==> config.mk <==
export PLATFORM = sky130hd
export DESIGN_NAME = shift_ex_stage
export DESIGN_NICKNAME = d
export VERILOG_FILES = /design/src/rtl/shift_ex_stage.sv
export SDC_FILE = /design/constraint.sdc
export NUM_CORES = 1
export LEC_CHECK = 0
export ABC_AREA = 1
export CAP_MARGIN = 25
export CORE_MARGIN = 4
export CORE_UTILIZATION = 40
export CTS_BUF_LIST = sky130_fd_sc_hd__clkbuf_4 sky130_fd_sc_hd__clkbuf_8
export DETAILED_ROUTE_END_ITERATION = 8
export PLACE_DENSITY_LB_ADDON = 0.2
export SLEW_MARGIN = 10
export SYNTH_ARGS = -nofsm -noshare
export SYNTH_HDL_FRONTEND = slang
export SYNTH_SLANG_ARGS = --single-unit
==> constraint.sdc <==
create_clock -name clk -period 1.2 [get_ports clk]
set_input_delay 0.18 -clock clk [delete_from_list [all_inputs] [get_ports clk]]
set_output_delay 0.18 -clock clk [all_outputs]
set_load 0.01 [all_outputs]
==> src/rtl/shift_ex_stage.sv <==
// shift_ex_stage: two-register execute stage around the external 32-bit shifter.
// Adds arithmetic-right sign fill and a valid/ready writeback packet with flush.
module shift_ex_stage #(
    parameter int DW = 32,
    parameter int AW = 5,
    parameter int RW = 5
) (
    input  logic          clk,
    input  logic          rst,
    input  logic          flush,
    input  logic          in_valid,
    output logic          in_ready,
    input  logic [1:0]    in_op,
    input  logic          in_var,
    input  logic [AW-1:0] in_shamt,
    input  logic [DW-1:0] in_rs,
    input  logic [DW-1:0] in_rt,
    input  logic [RW-1:0] in_rd,
    output logic [DW-1:0] shf_data,
    output logic [AW-1:0] shf_amt,
    output logic          shf_direc,
    input  logic [DW-1:0] shf_result,
    output logic          out_valid,
    input  logic          out_ready,
    output logic [DW-1:0] out_result,
    output logic [RW-1:0] out_rd,
    output logic          out_we
);

    localparam logic [1:0] OP_SLL = 2'b00;
    localparam logic [1:0] OP_SRL = 2'b01;
    localparam logic [1:0] OP_SRA = 2'b10;
    localparam logic [1:0] OP_NOP = 2'b11;

    logic          a_valid;
    logic [1:0]    a_op;
    logic [AW-1:0] a_amt;
    logic [DW-1:0] a_data;
    logic [RW-1:0] a_rd;

    logic          a_advance;
    logic          load;
    logic [DW-1:0] sra_fill;
    logic [DW-1:0] a_result;
    logic          a_we;
    logic          unused_rs;

    assign unused_rs = ^in_rs[DW-1:AW];

    assign a_advance = a_valid && (!out_valid || out_ready);
    assign in_ready  = !a_valid || a_advance;
    assign load      = in_valid && in_ready;

    assign shf_data  = a_data;
    assign shf_amt   = a_amt;
    assign shf_direc = (a_op != OP_SLL);

    // The shifter only does logical right shifts; SRA ORs in the vacated sign bits.
    assign sra_fill = a_data[DW-1] ? ~({DW{1'b1}} >> a_amt) : '0;

    always_comb begin
        a_result = '0;
        case (a_op)
            OP_SLL:  a_result = shf_result;
            OP_SRL:  a_result = shf_result;
            OP_SRA:  a_result = shf_result | sra_fill;
            default: a_result = '0;
        endcase
    end

    assign a_we = (a_op != OP_NOP) && (a_rd != '0);

    always_ff @(posedge clk) begin
        if (rst) begin
            a_valid    <= 1'b0;
            a_op       <= '0;
            a_amt      <= '0;
            a_data     <= '0;
            a_rd       <= '0;
            out_valid  <= 1'b0;
            out_result <= '0;
            out_rd     <= '0;
            out_we     <= 1'b0;
        end else if (flush) begin
            a_valid   <= 1'b0;
            out_valid <= 1'b0;
        end else begin
            if (load) begin
                a_valid <= 1'b1;
                a_op    <= in_op;
                a_amt   <= in_var ? in_rs[AW-1:0] : in_shamt;
                a_data  <= in_rt;
                a_rd    <= in_rd;
            end else if (a_advance) begin
                a_valid <= 1'b0;
            end

            if (a_advance) begin
                out_valid  <= 1'b1;
                out_result <= a_result;
                out_rd     <= a_rd;
                out_we     <= a_we;
            end else if (out_ready) begin
                out_valid <= 1'b0;
            end
        end
    end

endmodule

==> flow_summary.ini <==
[die]
pin_count = 192
dieArea_mm2 = 0.0103
core_mm2 = 0.00838
rows = 33
die_y_um = 102
fp.dieW_um = 102
start_util_pct = 41.7

[power_and_ir_drop]
vdd_drop_max_mv = 0.612
p_leak_nw = 2.45
p_per_area_mw_per_mm2 = 1090

[synthesis]
ys_types = 28
avgSynthCellArea_um2 = 7.30
synth_top_family_by_area = simple AND/OR/NAND/NOR gates
yosysSeqAreaShare_pct = 48.1
synthMuxAreaShare_pct = 0
synth-compound-area-share_pct = 16.3
post_synth_xor_area_fraction_pct = 0
synth-seq-cells = 84
synth-simple-area-share_pct = 27.9
syn_area_mm2 = 0.00350
synthAdderAreaFrac_pct = 0
yosysWarnings = 0
synthesis.nets = 593
postSynthCellCount = 479

[sta]
worst_slack_ps = -12.0
fmax_ghz = 0.825
relSlewSlack_pct = 75.1
post-route-period-util_pct = 101
fin_crit_ps = 1210
setup_viol = 1
hold_viol_final = 0
worst_pin_slew_ps = 374
rsz0062_at_grt = true
finClkSkew_ps = 11.1
slew_violations = 0

[layout]
final_cell_mix = nand2_1 (106), clkdlybuf4s50_1 (86), nor2_1 (82)
multi_input_area_mm2 = 0.00163
seqCellArea_mm2 = 0.00170
fin_nets = 770
final_util_pct = 67.8
drive_gt1_share_pct = 15.4
final_cells = 766
area_delta_synth_final_pct = 62.5
antenna_cells = 0
nFillCells = 719
layout_commonest_cell = nand2_1

[global_routing]
grt_pass1_vias = 3613
grt_pass1_wl_um = 17000
grt_max_degree = 34
grt_overflow = 0
grt_usage_pct = 20.9
antenna_found_initial = 0

[detailed_routing]
wirelength_um = 10700
dr.pass1.iters = 4
drt_iter0_drc = 163
vias = 3682
route.detailed.drc = 0
routed_via_density = 4.81
postRouteAntennaNets = 0
wire_per_inst_um = 14.0

[status]
failed_checks = negative setup slack
status = complete, but fails checks

[cts]
cts_tree = yes
h-tree-depth = 3
clk_root_buffer_cell = clkbuf_8
holdBufCountCts = 0
cts_buffers = 9
clk_latency_ps = 360
clockBufferDepth = 2
path_clk_slew_ps = 90
clock_sinks = 84

[worst_setup_path]
path_buf_inv = 1
path_max_fanout = 2
critical-path-top-delay-family = flip-flops
required_ps = 1020
timing.setup.critical_path_class = register to output pin
slowest_stage = dfxtp_2
crit_arrival_ps = 1030
crit_chain = or2_4, buf_6
end_kind = output pin
start_kind = register
max_stage_delay_ps = 320

[min_path]
hp-class = input port to register

[placement]
dp_slack_ps = -367
place_inst = 748
globalplace.congestion = 0.858
hpwl_um = 8300
io_buffers = 164

[run]
cap_viol_max_count = 0
-- power breakdown --
part	switching (mW)	internal (mW)	total (mW)
Sequential	0.0798	2.92	3.00
Clock	1.04	1.08	2.11
Combinational	0.484	0.594	1.08
Total	1.60	4.59	6.19
-- worst register-to-register path, cell delays in order (launching register included) --
cell      delay, ps
dfxtp_2         340
buf_6           140
nand2_8          80
nor2_4          230
nand2_1          90
nand3b_1         90
nand2_1          70
a21oi_2         110
-- cell type report --
| cell class | instances | share of cell area [%] |
|---|---|---|
| Inverter | 35 | 2.46 |
| Multi-Input combinational cell | 334 | 28.7 |
| Clock buffer | 11 | 2.66 |
| Clock inverter | 5 | 1.06 |
| Sequential cell | 84 | 30.0 |
| Tap cell | 105 | 2.31 |
| Timing Repair Buffer | 192 | 32.9 |
-- cells in the mapped netlist --
cell        n  area [um^2]
buf_6       4         45.0
nand2_2     2         12.5
inv_1      31          116
dfxtp_1    84         1680
nand2_1   109          409
or2_2       3         18.8
o21ai_1     3         15.0
buf_2       7         35.0
inv_2       3         11.3
a21oi_1    44          220
nor2_4      2         22.5
nand4_1     1         6.26
o21ai_0    51          255
a21oi_2     1         8.76
a21oi_4     1         16.3
o21bai_1    3         22.5
nor2_8      1         20.0
clkbuf_1   14         52.6
nand3_2     1         10.0
nand3_1    11         55.1
nand3b_1   10         75.1
nor2_2      1         6.26
clkbuf_2    1         5.00
o21ai_2     1         8.76
o21bai_2    2         22.5
nor2_1     85          319
nand2_4     2         22.5
clkinv_2    1         5.00
-- flip-flops by register name (all words and copies together), names as in the netlist --
signal      count
shf_amt         5
a_valid         1
a_rd            5
out_valid       1
a_op            2
out_result     32
shf_data       32
out_rd          5
out_we          1
-- path summary, 6_finish.rpt --
check | from | to | slack, ps | depth (start not counted)
max reg2reg | a_op[1] | out_result[18] | 0 | 7
max | a_op[0] | shf_direc | -10 | 2
min | shf_result[0] | out_result[0] | 390 | 3
min reg2reg | out_result[0] | out_result[0] | 470 | 2
-- through the flow --
stage / power [mW] / setup TNS, ps / instance area [um^2] / hold WS, ps
global route: 6.50 / -1800 / 5690 / 373
global placement: 4.15 / -22580 / 5410 / 452
finish: 6.19 / -12.0 / 5690 / 390
floorplan: 3.49 / 0 / 3500 / 323
CTS: 6.19 / -97.5 / 5560 / 384
detailed placement: 4.17 / -24790 / 5410 / 456
-- layer usage --
| layer | track usage (%) | vias up | part of all wire [%] |
|---|---|---|---|
| li1 | - | 1884 | - |
| met1 | 23.8 | 1658 | 40 |
| met2 | 36.3 | 124 | 49 |
| met3 | 7.23 | 16 | 9.0 |
| met4 | 7.16 | 0 | 1.8 |
| met5 | 0 | - | 0 |
-- cells by family (layout without fill, tap and decap cells) --
logic type / count (synthesis) / in the layout
flops: 84 / 84
simple gates: 228 / 228
compound gates: 106 / 106
buf+inv: 61 / 243
-- timing repair --
action | in CTS | in global routing
gates resized for setup | 110 | 60
pin swaps | 0 | 4
buffers inserted | 0 | 2
endpoints found under the setup margin | 114 | 103
(Power assumes the default switching activity.)
